[src/rtl/sprite_dma.sv]
// sprite_dma: copies one sprite attribute table (SPR_COUNT x ITEM_BYTES bytes)
// from a CPU-selected source RAM page into sprite RAM, starting only on a
// rising edge of vblank so the sprite engine never sees a half-written table.
//
// Ports
//   clk, reset          system clock, synchronous active-high reset
//   vblank              vertical blank from video timing
//   cpu_wr/cpu_rd       one-cycle register strobes; cpu_addr 0=PAGE, 1=CTRL/STATUS
//   cpu_din/cpu_dout    register write data / registered read data
//   src_*               source RAM read port (data valid one cycle after accept)
//   spriteram_*         sprite RAM write port
//   busy, done_irq      transfer in progress / one-cycle completion pulse
//
// state    | meaning
// IDLE     | nothing armed
// WAIT_VBL | armed, waiting for a vblank rising edge
// READ     | source read requested, held until src_ready
// LATCH    | source data arrives, written to sprite RAM
// CLR      | writing 8'h00, one byte per cycle
// FINISH   | one-cycle completion, raises done / done_irq
module sprite_dma #(
  parameter int SPR_COUNT  = 16,
  parameter int ITEM_BYTES = 4
) (
  input  logic        clk,
  input  logic        reset,
  input  logic        vblank,
  input  logic        cpu_wr,
  input  logic        cpu_rd,
  input  logic        cpu_addr,
  input  logic [7:0]  cpu_din,
  output logic [7:0]  cpu_dout,
  output logic [15:0] src_addr,
  output logic        src_rd,
  input  logic        src_ready,
  input  logic [7:0]  src_data,
  output logic [6:0]  spriteram_wr_addr,
  output logic        spriteram_wr,
  output logic [7:0]  spriteram_data_in,
  output logic        busy,
  output logic        done_irq
);

  localparam int N  = SPR_COUNT * ITEM_BYTES;
  localparam int IW = $clog2(N);
  localparam logic [IW-1:0] LAST = IW'(N - 1);

  typedef enum logic [2:0] {
    S_IDLE, S_WAIT_VBL, S_READ, S_LATCH, S_CLR, S_FINISH
  } state_t;

  state_t        state_q, state_d;
  logic [IW-1:0] idx_q, idx_d;
  logic [7:0]    base_q, base_d;
  logic [7:0]    page_q, page_d;
  logic          auto_q, auto_d;
  logic          clear_q, clear_d;
  logic          armed_q, armed_d;
  logic          done_q, done_d;
  logic          vblank_prev_q, vblank_prev_d;
  logic [7:0]    cpu_dout_q, cpu_dout_d;
  logic [15:0]   src_addr_q, src_addr_d;
  logic          src_rd_q, src_rd_d;
  logic [6:0]    wr_addr_q, wr_addr_d;
  logic          wr_q, wr_d;
  logic [7:0]    wr_data_q, wr_data_d;
  logic          busy_q, busy_d;
  logic          done_irq_q, done_irq_d;

  logic ctrl_wr, abort, arm, vbl_rise, unused_din;

  assign ctrl_wr    = cpu_wr && cpu_addr;
  assign abort      = ctrl_wr && cpu_din[7];
  assign arm        = ctrl_wr && cpu_din[0] && !cpu_din[7];
  assign vbl_rise   = vblank && !vblank_prev_q;
  assign unused_din = ^cpu_din[6:3];

  always_comb begin
    state_d       = state_q;
    idx_d         = idx_q;
    base_d        = base_q;
    page_d        = page_q;
    auto_d        = auto_q;
    clear_d       = clear_q;
    armed_d       = armed_q;
    wr_addr_d     = wr_addr_q;
    wr_data_d     = wr_data_q;
    wr_d          = 1'b0;
    vblank_prev_d = vblank;

    if (cpu_wr && !cpu_addr) page_d = cpu_din;
    if (ctrl_wr && !cpu_din[7]) begin
      auto_d  = cpu_din[1];
      clear_d = cpu_din[2];
    end
    if (arm) armed_d = 1'b1;

    case (state_q)
      S_IDLE: if (arm) state_d = S_WAIT_VBL;
      S_WAIT_VBL: begin
        if (vbl_rise) begin
          state_d = clear_q ? S_CLR : S_READ;
          idx_d   = '0;
          base_d  = page_q;
          armed_d = arm;
        end
      end
      S_READ: if (src_ready) state_d = S_LATCH;
      S_LATCH, S_CLR: begin
        wr_d      = 1'b1;
        wr_addr_d = 7'(idx_q);
        wr_data_d = (state_q == S_LATCH) ? src_data : 8'h00;
        if (idx_q == LAST) begin
          state_d = S_FINISH;
        end else begin
          idx_d   = idx_q + IW'(1);
          state_d = (state_q == S_LATCH) ? S_READ : S_CLR;
        end
      end
      S_FINISH: begin
        if (auto_q || armed_q || arm) begin
          state_d = S_WAIT_VBL;
          armed_d = 1'b1;
        end else begin
          state_d = S_IDLE;
        end
      end
      default: state_d = S_IDLE;
    endcase

    if (abort) begin
      state_d = S_IDLE;
      armed_d = 1'b0;
      auto_d  = 1'b0;
      wr_d    = 1'b0;
    end

    // Outputs are registered from the next state so they line up with it.
    src_rd_d   = (state_d == S_READ);
    src_addr_d = src_rd_d ? ({base_d, 8'h00} + 16'(idx_d)) : 16'h0000;
    busy_d     = (state_d == S_READ) || (state_d == S_LATCH) || (state_d == S_CLR);
    done_irq_d = (state_d == S_FINISH);

    // A set in the same cycle as a STATUS read wins over the clear.
    if (done_irq_d)              done_d = 1'b1;
    else if (cpu_rd && cpu_addr) done_d = 1'b0;
    else                         done_d = done_q;

    if (cpu_rd) cpu_dout_d = cpu_addr ? {5'b0, done_q, busy_q, armed_q} : page_q;
    else        cpu_dout_d = cpu_dout_q;
  end

  always_ff @(posedge clk) begin
    if (reset) begin
      state_q       <= S_IDLE;
      idx_q         <= '0;
      base_q        <= 8'h00;
      page_q        <= 8'h00;
      auto_q        <= 1'b0;
      clear_q       <= 1'b0;
      armed_q       <= 1'b0;
      done_q        <= 1'b0;
      vblank_prev_q <= 1'b0;
      cpu_dout_q    <= 8'h00;
      src_addr_q    <= 16'h0000;
      src_rd_q      <= 1'b0;
      wr_addr_q     <= 7'h00;
      wr_q          <= 1'b0;
      wr_data_q     <= 8'h00;
      busy_q        <= 1'b0;
      done_irq_q    <= 1'b0;
    end else begin
      state_q       <= state_d;
      idx_q         <= idx_d;
      base_q        <= base_d;
      page_q        <= page_d;
      auto_q        <= auto_d;
      clear_q       <= clear_d;
      armed_q       <= armed_d;
      done_q        <= done_d;
      vblank_prev_q <= vblank_prev_d;
      cpu_dout_q    <= cpu_dout_d;
      src_addr_q    <= src_addr_d;
      src_rd_q      <= src_rd_d;
      wr_addr_q     <= wr_addr_d;
      wr_q          <= wr_d;
      wr_data_q     <= wr_data_d;
      busy_q        <= busy_d;
      done_irq_q    <= done_irq_d;
    end
  end

  assign cpu_dout          = cpu_dout_q;
  assign src_addr          = src_addr_q;
  assign src_rd            = src_rd_q;
  assign spriteram_wr_addr = wr_addr_q;
  assign spriteram_wr      = wr_q;
  assign spriteram_data_in = wr_data_q;
  assign busy              = busy_q;
  assign done_irq          = done_irq_q;

endmodule

[config.mk]
export PLATFORM = sky130hd
export DESIGN_NAME = sprite_dma
export DESIGN_NICKNAME = d
export VERILOG_FILES = /design/src/rtl/sprite_dma.sv
export SDC_FILE = /design/constraint.sdc
export NUM_CORES = 1
export LEC_CHECK = 0
export ABC_AREA = 1
export CAP_MARGIN = 5
export CORE_UTILIZATION = 52
export DETAILED_ROUTE_END_ITERATION = 7
export PLACE_DENSITY_LB_ADDON = 0.05
export SLEW_MARGIN = 20
export SYNTH_ARGS = -nofsm -noshare
export SYNTH_HDL_FRONTEND = slang
export SYNTH_SLANG_ARGS = --single-unit
[constraint.sdc]
create_clock -name clk -period 2.16 [get_ports clk]
set_input_delay 0.216 -clock clk [delete_from_list [all_inputs] [get_ports clk]]
set_output_delay 0.216 -clock clk [all_outputs]
set_load 0.01 [all_outputs]
# [Yosys cells after proc, flatten, opt, wreduce, memory -nomap -nowiden]
# Cells that the tools add are included.
[totals] mem_bits_rw=0 latchBits=0 register_bits=72 elab_cells=73 memories=0 mem_bits_ro=0 out_inout_bits=43
[classes] multipliers=0 n_reduce_logical=20 add_sub_neg=2 mux=23 div_mod_pow=0 order_cmp=0 n_shift=0 eq_ne=10 bitwise_logic=1
[op_table] op="8-bit two-way mux" count=4
[op_table] op="3-bit two-way mux" count=7
[op_table] op="16-bit by 6-bit adder with 16-bit output" count=1
[op_table] op="3-bit one-hot mux with 5 select lines" count=1
[op_table] op="3-bit by 2-bit == test with 1-bit output (second input constant)" count=4
[op_table] op="3-bit == test (second input constant)" count=4
[op_table] op="6-bit two-way mux" count=2
[op_table] op="6-bit one-hot mux with 2 select lines" count=1
[op_table] op="1-bit logical AND" count=8
[op_table] op="1-bit two-way mux" count=7
[op_table] op="6-bit by 1-bit adder with 6-bit output (second input constant)" count=1
[op_table] op="6-bit == test (second input constant)" count=1
[op_table] op="2-bit OR reduction" count=3
[op_table] op="1-bit logical OR" count=4
[op_table] op="3-bit by 1-bit == test with 1-bit output (second input constant)" count=1
[op_table] op="1-bit zero test" count=3
[op_table] op="3-bit zero test" count=1
[op_table] op="1-bit one-hot mux with 2 select lines" count=1
[op_table] op="2-bit nonzero test" count=1
[op_table] op="1-bit inverter" count=1

# [Logic depth before layout (Yosys ltp)]
# Gate-level depths: netlist of the first run.
[logic_depth] word_depth=10 depth_mapped=10 depth_no_buf=9

# [Least setup slack after synthesis of the first run]
# Ideal clock, no wire load.
[synth_timing] kind="register -> register" from="reg idx_q[0]" to="reg src_rd_q (netlist: src_rd)" path_slack_ns=0.682 stages_incl_launch_ff=10 synth_period_minus_slack_ns=1.478 arrival_ns=1.364 n_path_buf=1 path_cell_list="dfxtp_1 > ha_1 > nand3_2 > nor2_2 > nand2_1 > nand3_2 > inv_2 > nand2_4 > buf_6 > inv_1"
[synth_via] elab_chain_len=5
[synth_lines] item="start: declaration" line="53" text="logic [IW-1:0] idx_q, idx_d;"
[synth_lines] item="start signal: assignment" line="174" text="idx_q <= idx_d;"
[synth_lines] item="6-bit == test" line="113" text="if (idx_q == LAST) begin"
[synth_lines] item="3-bit two-way mux" line="113"
[synth_lines] item="3-bit one-hot mux with 5 select lines" line="98" text="case (state_q)"
[synth_lines] item="3-bit two-way mux" line="131" text="if (abort) begin"
[synth_lines] item="3-bit by 2-bit == test with 1-bit output" line="139" text="src_rd_d = (state_d == S_READ);"
[synth_lines] item="end signal: assignment" line="184" text="src_rd_q <= src_rd_d;"
[synth_lines] item="end: declaration" line="63" text="logic src_rd_q, src_rd_d;"
# No other way between the ends.
# A chain may end at the register's enable or synchronous reset.

# [Final worst setup path of the first run]
[layout_timing] from="reg state_q[1]" to="reg src_addr_q[5] (netlist: src_addr[5])"
[layout_via] elab_chain_len=8 elab_cells_between_ends=19
[layout_lines] item="start: declaration" line="52" text="state_t state_q, state_d;"
[layout_lines] item="start signal: assignment" line="173" text="state_q <= state_d;"
[layout_lines] item="parallel branches: the longest is 8 deep, another holds 16-bit by 6-bit adder with 16-bit output"
[layout_lines] item="end signal: assignment" line="183" text="src_addr_q <= src_addr_d;"
[layout_lines] item="end: declaration" line="62" text="logic [15:0] src_addr_q, src_addr_d;"
# Parallel ways; which one is timed is not known.

==> impl_metrics.ini, run 1 <==
[setup_path]
cp_max_fo = 17
cp-end-kind = flop
worstSetupPathType = flop to flop
startpoint_type = flop
critPathRequiredTime_ns = 2.38
arrival_ns = 1.97

[placement]
io_buffers = 62
dp.cells = 458
gp_routability_congestion = 0.876
hpwl_mm = 4.15
placed_cell_area_um2 = 3380

[sta]
setup_tns_ns = 0
finalClockSkew_ns = 0.00314
drv_slew = 0
max_freq_ghz = 0.572
worst_hold_slack_ns = 0.433
setup_violations = 0
hold_viol_final = 0
finalCriticalPeriod_ns = 1.75
grt_setup_unrepaired = no
max_slew_margin_pct = 63.1
min_period_over_period_pct = 80.9
tightest_slew_ns = 0.552

[cts]
root_buffer = clkbuf_8
clk_latency_ns = 0.34
cts_buffers = 9
cts_resized = 0
holdBufCountCts = 0
h-tree-depth = 3
path_clk_slew_ns = 0.07
cts_tree = done
cts_buffer_depth = 2
cts_sinks = 70
cts_setup_buffers = 0

[route]
ant_nets = 0
route.detailed.drc = 0
wl_mm = 5.79
drt_iter0_markers = 95
vias = 2378
drtPass1Iterations = 4
viasPerCell = 5.02
routedWlPerCell_um = 12.2

[run_status]
run_status = completed

[grt]
antenna_found_initial = 0
grt_pass1_vias = 2185
grt.overflow.total = 0
grtUsageTotal_pct = 23.3
grt_pass1_wl_mm = 9.73
grt_max_degree = 24

[cells_and_area]
nets = 426
drive_gt1_share_pct = 11.3
insertedDiodeCount = 0
instances_no_fill = 474
layout_commonest_cell = dfxtp_1
final_cell_mix = dfxtp_1, clkdlybuf4s50_1, nand2_1, nor2_1, a21oi_1
fill_cells = 423
area_growth_pct = 31.8
finish.instance_area_um2 = 3570

[yosys]
synth_warnings = 0
syn_inst = 337
synth-seq-area-share_pct = 51.7
yosysUniqueCellTypes = 28
syn_area_um2 = 2710
syn_avg_cell_area_um2 = 8.05
synth_seq_cells = 70

[die]
die_y_um = 74.2
core_um2 = 4880
io-pin-count = 66
rows = 25
die-area_um2 = 5510
start_util_pct = 55.6
die_w_um = 74.2

[job]
drv_cap = 0

[power_and_ir_drop]
p_leak_nw = 1.48
ir_worst_vdd_mv = 0.496
p_per_area_nw_per_um2 = 708

[min_path]
hp-class = input port to flop
==> per-layer routing <==
layer / global-route usage, % / up-vias / share of wire, %
met4: 10.1 / 0 / 1.3
met1: 31.6 / 1070 / 47
li1: - / 1210 / -
met5: 0 / - / 0
met3: 4.74 / 7 / 8.1
met2: 36.4 / 91 / 44
==> synthesized netlist by cell type <==
library cell | count | area share [%]
o211ai_1 | 3 | 0.83
clkbuf_1 | 6 | 0.83
buf_4 | 3 | 0.83
xor2_1 | 2 | 0.65
nand3_2 | 3 | 1.1
dfxtp_1 | 70 | 52
a21oi_1 | 30 | 5.5
nor3_1 | 1 | 0.18
nor2_1 | 51 | 7.1
o21ai_0 | 26 | 4.8
nand2_4 | 1 | 0.42
o21ai_2 | 1 | 0.32
nand3_1 | 17 | 3.1
o211ai_2 | 1 | 0.46
buf_2 | 3 | 0.55
conb_1 | 1 | 0.14
nor2_4 | 3 | 1.2
clkinv_1 | 1 | 0.14
inv_2 | 3 | 0.42
nand4_1 | 4 | 0.92
inv_1 | 28 | 3.9
buf_6 | 1 | 0.42
ha_1 | 1 | 0.46
nand2_1 | 53 | 7.3
nor2_2 | 10 | 2.3
mux2i_1 | 8 | 3.0
nand2_2 | 5 | 1.2
nand3b_1 | 1 | 0.28
==> state kept, by name, indices dropped and copies added (netlist names) <==
register and count:
page_q 8, armed_q 1, busy 1, base_q 8, vblank_prev_q 1, auto_q 1
spriteram_data_in 8, state_q 3, spriteram_wr_addr 6, clear_q 1, src_addr 14, idx_q 6
spriteram_wr 1, done_q 1, cpu_dout 8, done_irq 1, src_rd 1
==> kinds of logic (layout without fill, tap and decap cells) <==
kind of cell	Yosys count	after routing	synth area share, %
XOR/XNOR	2	2	0.646
adder cells (fa/ha/maj)	1	1	0.461
AND/OR/NAND/NOR	149	149	25.1
multiplexers	8	8	2.95
other	1	3	0.138
AO/OA/AOI/OAI	61	61	11.9
flip-flops	70	70	51.7
buffers and inverters	45	113	7.06
==> power by group <==
group | internal [mW] | total [mW] | switching, mW
Sequential | 1.31 | 1.33 | 0.0177
Combinational | 0.0770 | 0.159 | 0.0819
Clock | 0.560 | 1.04 | 0.480
==> area by class of cell <==
type | count | area, um^2 | area share, %
inverters | 32 | 120 | 3.36
flip-flops and latches | 70 | 1400 | 39.2
clock buffers | 10 | 138 | 3.85
repair buffers | 65 | 643 | 18.0
multi-input cells | 224 | 1130 | 31.5
well taps | 67 | 83.8 | 2.35
clock inverters | 6 | 61.3 | 1.72
==> critical path, cell delays in order (launching register included) <==
cell	delay [ns]
dfxtp_1	0.45
inv_1	0.12
nand3_1	0.11
nand2_2	0.18
inv_1	0.15
buf_4	0.20
a21oi_1	0.06
a21oi_1	0.26
nor2_1	0.09
==> final timing paths <==
check                               startpoint                                end  slack, ns  depth (start not counted)
min                                src_data[7]  spriteram_data_in[7]$_SDFFE_PP0P_       0.43                          3
min reg2reg  spriteram_data_in[6]$_SDFFE_PP0P_  spriteram_data_in[6]$_SDFFE_PP0P_       0.46                          2
max reg2reg              state_q[1]$_SDFF_PP0_             src_addr[5]$_SDFF_PP0_       0.41                          8
max                      state_q[1]$_SDFF_PP0_             src_addr[5]$_SDFF_PP0_       0.41                          8
==> through the flow <==
step	power (mW)	setup slack (ns)	utilization (%)
2_1_floorplan	1.44	0.682	-
3_3_place_gp	1.52	0.356	69.2
3_5_place_dp	1.52	0.330	69.2
4_1_cts	2.55	0.415	73.3
5_1_grt	2.61	0.262	73.3
6_report	2.53	0.412	73.3
Power figures use the tool's default switching activity.
==> run 2: changes to the inputs <==
--- a/config.mk
+++ b/config.mk
@@ -7,7 +7,7 @@
 export LEC_CHECK = 0
 export ABC_AREA = 1
 export CAP_MARGIN = 5
-export CORE_UTILIZATION = 52
+export CORE_UTILIZATION = 49
 export DETAILED_ROUTE_END_ITERATION = 7
 export PLACE_DENSITY_LB_ADDON = 0.05
 export SLEW_MARGIN = 20
==> constraint.sdc (replaced) <==
create_clock -name clk -period 1.7 [get_ports clk]
set_input_delay 0.17 -clock clk [delete_from_list [all_inputs] [get_ports clk]]
set_output_delay 0.17 -clock clk [all_outputs]
set_load 0.01 [all_outputs]
==> run 2 against run 1 <==
Power increased by 33%. Cell area increased by 2.8%. Hold slack got worse by 0.061 ns. Register-to-register slack got worse by 0.27 ns. Combinational power increased by 33%. Die area increased by 6.0%. Non-clock buffer count increased by 9. Highest routed layer unchanged.
==> impl_metrics.ini, run 2 (synthesis results as in run 1) <==
[cells_and_area]
finish.instance_area_um2 = 3670
final_cell_mix = dfxtp_1, clkdlybuf4s50_1, nand2_1, nor2_1, a21oi_1
utilization_pct = 70.6
layout_commonest_cell = dfxtp_1
area_growth_pct = 35.4
insertedDiodeCount = 0
largest_reg_flops = 14
nets = 435
fill_cells = 443
drive_gt1_share_pct = 13.5

[route]
wl_mm = 5.76
ant_nets = 0
drtPass1Iterations = 4
vias = 2373
routedWlPerCell_um = 11.9
drt_iter0_markers = 72
route.detailed.drc = 0
viasPerCell = 4.88

[sta]
max_slew_margin_pct = 65.9
drv_slew = 0
setup_violations = 0
hold_viol_final = 0
finalClockSkew_ns = 0.00936
min_period_over_period_pct = 91.9
finalCriticalPeriod_ns = 1.56
tightest_slew_ns = 0.510
max_freq_ghz = 0.640
worst_hold_slack_ns = 0.373
grt_setup_unrepaired = no
setup_tns_ns = 0

[grt]
antenna_found_initial = 0
grt_pass1_vias = 2180
grt_max_degree = 18
grt.overflow.total = 0
grt_pass1_wl_mm = 9.81
grtUsageTotal_pct = 21.4

[power_and_ir_drop]
p_per_area_nw_per_um2 = 917
p_leak_nw = 1.53
ir_worst_vdd_mv = 0.638

[cts]
path_clk_slew_ns = 0.08
clk_latency_ns = 0.35
cts_tree = done
cts_buffers = 9
root_buffer = clkbuf_8
cts_buffer_depth = 2
cts_sinks = 70
h-tree-depth = 3
cts_setup_buffers = 0

[die]
start_util_pct = 52.1
die_y_um = 76.4
rows = 26
io-pin-count = 66
core_um2 = 5200
die_w_um = 76.4
die-area_um2 = 5840

[setup_path]
worstSetupPathType = flop to flop
startpoint_type = flop
arrival_ns = 1.80
cp_max_fo = 5
cp-end-kind = flop
critPathRequiredTime_ns = 1.94

[placement]
gp_routability_congestion = 0.887
placed_cell_area_um2 = 3450
hpwl_mm = 4.20
io_buffers = 62

[min_path]
hp-class = input port to flop

[run_status]
run_status = completed

[job]
drv_cap = 0
-- run 2: layout make-up --
| class | instances | area (um^2) | share of cell area, % |
|---|---|---|---|
| clock buffer | 9 | 124 | 3.37 |
| clock inverter | 7 | 96.3 | 2.62 |
| inverter | 32 | 120 | 3.27 |
| multi-input combinational | 224 | 1130 | 30.8 |
| sequential | 70 | 1400 | 38.2 |
| tap | 70 | 87.6 | 2.38 |
| timing repair buffer | 74 | 711 | 19.3 |
-- run 2: per-stage QoR --
step                cells  worst slack (ns)  power (mW)
floorplan             339             0.222        1.83
global placement      470            0.0314        1.93
detailed placement    470           -0.0213        1.94
CTS                   486             0.125        3.40
global route          486           0.00510        3.51
finish                486             0.138        3.37
-- run 2: critical path: stages, from the launching register on --
cell and delay [ns]:
dfxtp_1 0.36, ha_1 0.21, nand3_2 0.15, nor2_2 0.15
buf_4 0.15, nand2_1 0.04, o21ai_0 0.06, o21ai_0 0.12
o21ai_0 0.17, inv_1 0.05
-- run 2: path summary, 6_finish.rpt --
path	slack [ns]	cells past startpoint	end	from
hold reg to reg	0.46	2	auto_q$_SDFFE_PP0P_	auto_q$_SDFFE_PP0P_
setup / recovery	0.14	9	idx_q[1]$_SDFF_PP0_	idx_q[0]$_SDFF_PP0_
hold / removal	0.37	3	spriteram_data_in[2]$_SDFFE_PP0P_	src_data[2]
setup reg to reg	0.14	9	idx_q[1]$_SDFF_PP0_	idx_q[0]$_SDFF_PP0_
-- run 2: power breakdown --
part           leakage, nW  internal, mW  total (mW)  switching [mW]
sequential           0.568          1.67        1.69          0.0219
combinational        0.852         0.105       0.211           0.106
clock                0.114         0.830        1.47           0.638
-- run 2: layer usage --
metal	track usage, %	vias to the layer above	share of wire, %
met4	8.65	0	1.9
met3	6.83	8	4.7
met1	27.9	1077	49
li1	-	1226	-
met5	0	-	0
met2	32.5	62	45
-- run 2: what timing repair did --
| action | in CTS | in global routing |
|---|---|---|
| hold endpoints to repair | 0 | 0 |
| endpoints found under the setup margin | 0 | 6 |
| resized for setup | 0 | 3 |
| hold buffers | 0 | 0 |
==> run 3: changes to the inputs <==
--- a/config.mk
+++ b/config.mk
@@ -9,6 +9,7 @@
 export CAP_MARGIN = 5
 export CORE_UTILIZATION = 49
 export DETAILED_ROUTE_END_ITERATION = 7
+export MAX_ROUTING_LAYER = met4
 export PLACE_DENSITY_LB_ADDON = 0.05
 export SLEW_MARGIN = 20
 export SYNTH_ARGS = -nofsm -noshare
==> run 3 against run 2 <==
Routed wire length increased by 0.35%. Die area did not move. Critical endpoint is now src_addr[5]$_SDFF_PP0_. Critical path depth decreased by 1. Final cell count unchanged. Worst setup slack worse by 0.00093 ns. Sequential share of layout area unchanged. Highest routed layer unchanged. Register-to-register slack about the same. Power grew 0.16%. Sequential cell count unchanged. Global-route usage increased by 0.62 points. Sequential power about the same.
==> impl_metrics.ini, run 3 (synthesis results as in run 1) <==
[run_status]
run_status = completed

[cts]
path_clk_slew_ns = 0.08
cts_sinks = 70
cts_buffers = 9
cts_tree = done
cts_buffer_depth = 2
h-tree-depth = 3
clk_latency_ns = 0.35
root_buffer = clkbuf_8
holdBufCountCts = 0

[cells_and_area]
largest_reg_flops = 14
final_cell_mix = dfxtp_1, clkdlybuf4s50_1, nand2_1, nor2_1, a21oi_1
fill_cells = 443
layout_commonest_cell = dfxtp_1
insertedDiodeCount = 0
nets = 435
utilization_pct = 70.6
area_growth_pct = 35.4
drive_gt1_share_pct = 13.5

[setup_path]
worst_path_most_repeated_cell = nand3_2
cp-end-kind = flop
startpoint_type = flop
critPathSlowestCell = dfxtp_1
critPathTopFamily = simple AND/OR/NAND/NOR gates
critPathRequiredTime_ns = 1.93
cp_cell_sequence = ha_1, nand3_2, o21ai_2, nand3_2, nand2_2, nor2_4, nand2_4, nor2_1
cp_num_cells = 8
ff2ff_path_depth = 8
critPathMaxStageDelay_ns = 0.36
worstSetupPathType = flop to flop
arrival_ns = 1.79
cp_max_fo = 15
path_buf_inv = 0

[route]
route.detailed.drc = 0
viasPerCell = 4.87
routedWlPerCell_um = 11.9
wl_mm = 5.78
drt_iter0_markers = 71
drtPass1Iterations = 4
vias = 2366
ant_nets = 0

[placement]
io_buffers = 62
detailedPlace.worstSlack_ns = -0.0213
gp_routability_congestion = 0.902
hpwl_mm = 4.20

[grt]
grt_max_degree = 18
antenna_found_initial = 0
grt_pass1_vias = 2182
grt_pass1_wl_mm = 9.81
grtUsageTotal_pct = 22.0
grt.overflow.total = 0

[sta]
finalCriticalPeriod_ns = 1.56
drv_slew = 0
min_period_over_period_pct = 92.0
tightest_slew_ns = 0.516
finalClockSkew_ns = 0.00968
max_slew_margin_pct = 65.5
grt_setup_unrepaired = no
setup_violations = 0
setup_slack_ns = 0.137
max_freq_ghz = 0.640
hold_viol_final = 0

[die]
die_w_um = 76.4
rows = 26
core_um2 = 5200
start_util_pct = 52.1
die-area_um2 = 5840
die_y_um = 76.4
io-pin-count = 66

[power_and_ir_drop]
p_per_area_nw_per_um2 = 919
ir_worst_vdd_mv = 0.643
p_leak_nw = 1.53

[job]
drv_cap = 0

[min_path]
whs_path_depth = 3
hp-class = input port to flop
## run 3: cell counts in the layout (fill, tap and decap cells not counted)
Identical to the previous run, type by type.
## run 3: power breakdown
| part | switching, mW | internal [mW] |
|---|---|---|
| clock | 0.644 | 0.830 |
| combinational | 0.106 | 0.105 |
| sequential | 0.0220 | 1.67 |
## run 3: path summary, 6_finish.rpt
kind | start | end | slack, ns
max | idx_q[0]$_SDFF_PP0_ | src_addr[5]$_SDFF_PP0_ | 0.14
min | src_data[2] | spriteram_data_in[2]$_SDFFE_PP0P_ | 0.37
max reg2reg | idx_q[0]$_SDFF_PP0_ | src_addr[5]$_SDFF_PP0_ | 0.14
min reg2reg | auto_q$_SDFFE_PP0P_ | auto_q$_SDFFE_PP0P_ | 0.46
## run 3: final cells by class
| cell class | instances | area (um^2) | area share, % |
|---|---|---|---|
| well taps | 70 | 87.6 | 2.38 |
| multi-input cells | 224 | 1130 | 30.8 |
| repair buffers | 74 | 711 | 19.3 |
| inverters | 32 | 120 | 3.27 |
| clock inverters | 7 | 96.3 | 2.62 |
| flip-flops and latches | 70 | 1400 | 38.2 |
| clock buffers | 9 | 124 | 3.37 |
## run 3: per-stage QoR
step	setup TNS (ns)	power, mW	std cells	hold slack, ns	instance area (um^2)
2_1_floorplan	0	1.83	339	0.239	2720
3_3_place_gp	0	1.93	470	0.448	3450
3_5_place_dp	-0.0745	1.94	470	0.455	3450
4_1_cts	0	3.40	486	0.357	3670
5_1_grt	0	3.51	486	0.368	3670
6_report	0	3.37	486	0.368	3670
## run 3: worst register-to-register path: stages, from the launching register on
cell     delay [ns]
dfxtp_1        0.36
ha_1           0.21
nand3_2        0.15
o21ai_2        0.21
nand3_2        0.09
nand2_2        0.09
nor2_4         0.05
nand2_4        0.21
nor2_1         0.07
## run 3: repair_timing
item | in CTS | in global routing
buffers inserted | 0 | 0
endpoints found under the setup margin | 0 | 6
resized for setup | 0 | 3
## run 3: routing by layer
| metal | share of wire [%] | global-route usage (%) | wire length, um |
|---|---|---|---|
| met5 | 0 | - | 0 |
| met1 | 49 | 27.9 | 2820 |
| met3 | 5.2 | 6.83 | 300 |
| met2 | 44 | 32.5 | 2560 |
| met4 | 1.8 | 8.65 | 103 |
